File: src/rtl/nes_dma_pkg.sv
// Shared definitions for the multi-channel NES DMA engine: state encoding,
// CPU-cycle parity values and the default block-copy destination.
package nes_dma_pkg;

    typedef enum logic [2:0] {
        ST_IDLE   = 3'd0,
        ST_HALT   = 3'd1,
        ST_ALIGN  = 3'd2,
        ST_BLK_RD = 3'd3,
        ST_BLK_WR = 3'd4,
        ST_REQ_RD = 3'd5,
        ST_DONE   = 3'd6
    } state_t;

    // Parity of a CPU cycle: reads ("get") belong on even cycles.
    localparam logic PAR_GET = 1'b0;
    localparam logic PAR_PUT = 1'b1;

    // OAMDATA-style write target of the block copy.
    localparam logic [15:0] DEF_BLK_DST = 16'h2004;

    // Width of an index over n channels (at least one bit).
    function automatic int idx_w(input int n);
        return (n > 1) ? $clog2(n) : 1;
    endfunction

endpackage

File: src/rtl/nes_dma_arb.sv
// Fixed-priority arbiter: the lowest-index asserted request wins.
module nes_dma_arb
    import nes_dma_pkg::*;
#(
    parameter int N     = 2,
    parameter int SEL_W = idx_w(N)
) (
    input  logic [N-1:0]     req,
    output logic [SEL_W-1:0] sel,
    output logic             valid
);

    // Scan from the highest index down so the lowest asserted index is kept last.
    always_comb begin
        sel   = '0;
        valid = 1'b0;
        for (int i = N - 1; i >= 0; i--) begin
            if (req[i]) begin
                sel   = SEL_W'(i);
                valid = 1'b1;
            end
        end
    end

endmodule

File: src/rtl/nes_dma_multi.sv
// Block-copy plus multi-channel single-byte fetch DMA engine. Halts the CPU,
// optionally aligns reads to get cycles, and lets fetch channels preempt the
// block copy between its read/write pairs.
module nes_dma_multi
    import nes_dma_pkg::*;
#(
    parameter int                ADDR_W    = 16,
    parameter int                DATA_W    = 8,
    parameter int                NUM_REQ   = 2,
    parameter int                BLK_LEN   = 256,
    parameter logic [ADDR_W-1:0] BLK_DST   = ADDR_W'(DEF_BLK_DST),
    parameter int                ALIGN_GET = 1
) (
    input  logic                      clk,
    input  logic                      rst,
    input  logic                      cpu_clk,
    input  logic                      blk_trig,
    input  logic [ADDR_W-9:0]         blk_page,
    input  logic [NUM_REQ-1:0]        req,
    input  logic [NUM_REQ*ADDR_W-1:0] req_addr,
    input  logic                      cpu_r_nw,
    input  logic [DATA_W-1:0]         from_ram,
    output logic [ADDR_W-1:0]         a_out,
    output logic                      dma_active,
    output logic                      cpu_ready,
    output logic                      dma_r_nw,
    output logic [DATA_W-1:0]         to_ram,
    output logic [NUM_REQ-1:0]        req_ack,
    output logic [DATA_W-1:0]         req_data,
    output logic                      blk_busy
);

    localparam int CNT_W = $clog2(BLK_LEN);
    localparam int SEL_W = idx_w(NUM_REQ);

    state_t               state_reg;
    logic                 parity_reg;   // parity of the CPU cycle starting at the next cpu_clk
    logic [ADDR_W-9:0]    page_reg;
    logic [CNT_W-1:0]     cnt_reg;
    logic [SEL_W-1:0]     sel_reg;

    logic [ADDR_W-1:0]    addr_arr [NUM_REQ];
    logic [NUM_REQ-1:0]   req_mask;
    logic [SEL_W-1:0]     arb_sel;
    logic                 arb_valid;
    logic                 last_pair;
    logic                 busy_next;
    state_t               target;
    logic [7:0]           cnt_lo;

    // Split the flat address bus into one address per channel.
    generate
        for (genvar gi = 0; gi < NUM_REQ; gi++) begin : g_addr
            assign addr_arr[gi] = req_addr[gi*ADDR_W +: ADDR_W];
        end
    endgenerate

    assign cnt_lo    = 8'(cnt_reg);
    assign last_pair = (cnt_reg == CNT_W'(BLK_LEN - 1));

    // The channel being served right now still holds req; keep it out of the
    // next arbitration so it cannot be acked twice.
    always_comb begin
        req_mask = req;
        if (state_reg == ST_REQ_RD) begin
            req_mask[sel_reg] = 1'b0;
        end
    end

    nes_dma_arb #(
        .N     (NUM_REQ),
        .SEL_W (SEL_W)
    ) u_arb (
        .req   (req_mask),
        .sel   (arb_sel),
        .valid (arb_valid)
    );

    // Next bus activity: fetches first, then the block copy, else release the CPU.
    always_comb begin
        busy_next = blk_busy;
        if (state_reg == ST_BLK_WR && last_pair) begin
            busy_next = 1'b0;
        end
        if (arb_valid) begin
            target = ST_REQ_RD;
        end else if (busy_next) begin
            target = ST_BLK_RD;
        end else begin
            target = ST_DONE;
        end
    end

    // FSM: state and data latches advance on cpu_clk; bus outputs are
    // re-registered every clk from the current state.
    always_ff @(posedge clk) begin
        if (rst) begin
            state_reg  <= ST_IDLE;
            parity_reg <= PAR_GET;
            page_reg   <= '0;
            cnt_reg    <= '0;
            sel_reg    <= '0;
            blk_busy   <= 1'b0;
            to_ram     <= '0;
            req_data   <= '0;
            a_out      <= '0;
            dma_active <= 1'b0;
            cpu_ready  <= 1'b1;
            dma_r_nw   <= 1'b1;
            req_ack    <= '0;
        end else begin
            a_out      <= '0;
            dma_active <= 1'b0;
            cpu_ready  <= 1'b0;
            dma_r_nw   <= 1'b1;
            req_ack    <= '0;
            case (state_reg)
                ST_IDLE, ST_DONE: cpu_ready <= 1'b1;
                ST_BLK_RD: begin
                    a_out      <= {page_reg, cnt_lo};
                    dma_active <= 1'b1;
                end
                ST_BLK_WR: begin
                    a_out      <= BLK_DST;
                    dma_active <= 1'b1;
                    dma_r_nw   <= 1'b0;
                end
                ST_REQ_RD: begin
                    a_out      <= addr_arr[sel_reg];
                    dma_active <= 1'b1;
                    req_ack    <= NUM_REQ'(1) << sel_reg;
                end
                default: ;
            endcase

            if (cpu_clk) begin
                parity_reg <= ~parity_reg;
                case (state_reg)
                    ST_IDLE: begin
                        if (blk_trig && !blk_busy) begin
                            page_reg <= blk_page;
                            cnt_reg  <= '0;
                            blk_busy <= 1'b1;
                        end
                        if (blk_trig || (|req)) begin
                            state_reg <= ST_HALT;
                        end
                    end
                    ST_HALT: begin
                        if (cpu_r_nw) begin
                            if ((ALIGN_GET != 0) && (parity_reg == PAR_PUT)) begin
                                state_reg <= ST_ALIGN;
                            end else begin
                                state_reg <= target;
                                sel_reg   <= arb_sel;
                            end
                        end
                    end
                    ST_ALIGN: begin
                        state_reg <= target;
                        sel_reg   <= arb_sel;
                    end
                    ST_BLK_RD: begin
                        to_ram    <= from_ram;
                        state_reg <= ST_BLK_WR;
                    end
                    ST_BLK_WR: begin
                        cnt_reg   <= cnt_reg + 1'b1;
                        blk_busy  <= busy_next;
                        state_reg <= target;
                        sel_reg   <= arb_sel;
                    end
                    ST_REQ_RD: begin
                        req_data  <= from_ram;
                        state_reg <= target;
                        sel_reg   <= arb_sel;
                    end
                    ST_DONE: begin
                        if (cpu_r_nw) begin
                            state_reg <= ST_IDLE;
                        end
                    end
                    default: state_reg <= ST_IDLE;
                endcase
            end
        end
    end

endmodule

File: config.mk
export PLATFORM = sky130hd
export DESIGN_NAME = nes_dma_multi
export DESIGN_NICKNAME = d
export VERILOG_FILES = /design/src/rtl/nes_dma_pkg.sv /design/src/rtl/nes_dma_arb.sv /design/src/rtl/nes_dma_multi.sv
export SDC_FILE = /design/constraint.sdc
export NUM_CORES = 1
export LEC_CHECK = 0
export CORE_ASPECT_RATIO = 1.1
export CORE_UTILIZATION = 35
export CTS_BUF_LIST = sky130_fd_sc_hd__clkbuf_4
export CTS_CLUSTER_DIAMETER = 30
export DETAILED_ROUTE_END_ITERATION = 8
export DONT_BUFFER_PORTS = 1
export SLEW_MARGIN = 0
export SYNTH_ARGS = -nofsm -noshare
export SYNTH_HDL_FRONTEND = slang
export SYNTH_SLANG_ARGS = --single-unit
File: constraint.sdc
create_clock -name clk -period 2.2 [get_ports clk]
set_input_delay 0.66 -clock clk [delete_from_list [all_inputs] [get_ports clk]]
set_output_delay 0.66 -clock clk [all_outputs]
set_load 0.02 [all_outputs]
==> flow_metrics.tcl <==
set metrics [dict create \
    outcome "complete, no violations" \
    grt_setup_unrepaired "no" \
    die_h_um 90.0 \
    synth_cells 284 \
    grt_start_max_net_pins 34 \
    critical_path_class "reg -> reg" \
    startpoint_type "flop" \
    ys_types 43 \
    postSynthAreaPerCell_um2 8.68 \
    ys_seq_area_share_pct 47.9 \
    via_count 2070 \
    register_area_um2 1180 \
    synthXorXnorAreaFrac_pct 1.78 \
    antenna_found_initial 0 \
    clockBufferDepth 2 \
    htreeDepth 3 \
    grt_pass1_vias 2094 \
    dieArea_um2 7380 \
    min_from "rst" \
    worstSetupStartpoint "state_reg[1]$_SDFFE_PP0P_" \
    critPathMaxFanout 16 \
    p_leak_nw 1.00 \
    synthAdderAreaFrac_pct 0.508 \
    hold_depth 1 \
    diodes 0 \
    wl_per_cell_um 16.9 \
    clk_latency_ns 0.41 \
    vdd_drop_max_mv 0.650 \
    max_freq_ghz 0.503 \
    post_route_cells_drive_above_1_share_pct 9.56 \
    track_usage_pct 18.1 \
    finalWorstSetupSlack_ns 0.214 \
    chipWidth_um 82.0 \
    cp.arrival_ns 2.27 \
    utilization_pct 41.0 \
    io_pins 93 \
    cp_data_required_time_ns 2.48 \
    cts_tree "yes" \
    routabilityCongestion 0.823 \
    r2r_end "a_out[11]$_SDFF_PP0_" \
    fin_crit_sh_pct 90.3 \
    multi_input_area_um2 1180 \
    hold_ws_ns 0.311 \
    end_kind "flop" \
    via_per_inst 5.52 \
    place_ws_ns 0.251 \
    syn2layout_area_growth_pct 11.6 \
    power.density_nw_per_um2 846 \
    maxCapViolCount 0 \
    grt-ovfl-total 0 \
    clock_sinks 59 \
    nets 344 \
    dpl.hpwl_mm 4.47 \
    initial_core_util_pct 36.7 \
    row_count 31 \
    finalHoldViolCount 0 \
    synthSimpleGateAreaFrac_pct 22.4 \
    regToRegStartpoint "state_reg[1]$_SDFFE_PP0P_" \
    hold_buffers 0 \
    final_cell_mix "dfxtp_1 (59), nand2_1 (51), nor2_1 (35)" \
    antenna_left 0 \
    syn-num-nets 340 \
    whs_endpoint "to_ram[4]$_SDFFE_PP0P_" \
    clk_pin_slew_worst_paths_ns 0.11 \
    relSlewSlack_pct 46.5 \
    tightest_slew_ns 0.802 \
    top_register "a_out" \
    drc 0 \
    numCtsBuffers 9 \
    clk_root_buffer_cell "clkbuf_4" \
    grt_pass1_wl_mm 10.1 \
    maxSlewViolCount 0 \
    largest_reg_flops 16 \
    ys_seq_elements 59 \
    rrSetupSlack_ns 0.21 \
    synth_compound_area_share_pct 18.8 \
    coreArea_um2 6710 \
    hold_class "in -> reg" \
    routed_wl_mm 6.33 \
    drtIter0Drc 128 \
    p_total_mw 2.33 \
    cts_setup_buffers 0 \
    finClkSkew_ns 0.0129 \
    tns_ns 0 \
    io_buffers 0 \
    period_needed_ns 1.99 \
    syn_area_um2 2460 \
    reg2reg_depth 4 \
    drtPass1Iterations 6 \
    ys.warnings.count 0 \
    synth_mux_area_share_pct 4.47 \
    final_common_cell "dfxtp_1" \
    synth_top_family_by_area "simple AND/OR/NAND/NOR gates" \
    setup_viol 0 \
    n_fill_cell 699 \
    postCtsResizedCells 0 \
]
-- cell type report --
| type | count | share of cell area, % |
|---|---|---|
| multi-input combinational | 203 | 43.0 |
| sequential | 59 | 42.9 |
| clock buffer | 9 | 2.46 |
| inverter | 5 | 0.682 |
| timing repair buffer | 10 | 2.73 |
| clock inverter | 7 | 4.50 |
| tap | 82 | 3.73 |
-- metal layers --
| metal | track usage, % | share of wire [%] | up-vias |
|---|---|---|---|
| met1 | 21.5 | 43 | 953 |
| li1 | - | - | 1023 |
| met2 | 29.2 | 47 | 84 |
| met5 | 0 | 0 | - |
| met3 | 5.89 | 8.4 | 10 |
| met4 | 7.46 | 1.6 | 0 |
-- worst max path at each step --
stage,to,cells after the start
after detailed placement,a_out[11]$_SDFF_PP0_,4
after global routing,a_out[0]$_SDFF_PP0_,4
after floorplan,cnt_lo[4]$_SDFFE_PP0P_,5
after CTS,a_out[11]$_SDFF_PP0_,4
final,a_out[11]$_SDFF_PP0_,4
after global placement,a_out[3]$_SDFF_PP0_,4
-- worst max-delay path: stages (launching register included) --
cell and delay [ns]:
dfxtp_1 0.62, and3b_1 0.27, and2_0 0.45, a222oi_1 0.44, nor2_1 0.08
-- report_power, final --
group          total [mW]  internal, mW  switching (mW)
Clock                1.03         0.582           0.448
Sequential           1.14          1.10          0.0402
Combinational       0.163        0.0695          0.0930
-- synth_stat cells (all sizes together) --
cell type / number / area [µm²]
a31o: 1 / 8.76
nor4: 1 / 6.26
a31oi: 2 / 12.5
xnor2: 1 / 8.76
nor2b: 2 / 12.5
o32ai: 1 / 8.76
ha: 1 / 12.5
mux2i: 11 / 110
and3: 2 / 12.5
a21oi: 28 / 140
xor2: 4 / 35.0
nor4bb: 1 / 10.0
nor2: 35 / 131
a21o: 1 / 7.51
and2: 2 / 12.5
a41oi: 1 / 8.76
a222oi: 14 / 140
or2: 1 / 6.26
nor3b: 1 / 18.8
o21ai: 11 / 55.1
and4: 1 / 8.76
or3b: 1 / 8.76
inv: 5 / 18.8
o211ai: 2 / 20.0
nand3: 5 / 25.0
nand3b: 3 / 22.5
nor3: 1 / 5.00
a311oi: 1 / 8.76
nand4: 1 / 6.26
o211a: 1 / 10.0
nand2: 51 / 191
buf: 10 / 56.3
nand2b: 2 / 12.5
or3: 4 / 25.0
nand4bb: 1 / 11.3
o2111ai: 4 / 35.0
clkbuf: 7 / 26.3
dfxtp: 59 / 1180
a21boi: 1 / 7.51
and3b: 3 / 26.3
-- cell families after synthesis --
logic type	after synthesis
adder cells (fa/ha/maj)	1
AND/OR/NAND/NOR	118
multiplexers	11
buffers and inverters	22
XOR/XNOR	5
AO/OA/AOI/OAI	68
flip-flops	59
-- stage by stage --
| stage | instance area, µm² | std cells |
|---|---|---|
| after floorplan | 2460 | 284 |
| after global placement | 2560 | 359 |
| after detailed placement | 2560 | 359 |
| after CTS | 2750 | 375 |
| after global routing | 2750 | 375 |
| final | 2750 | 375 |
(Power assumes the default switching activity.)
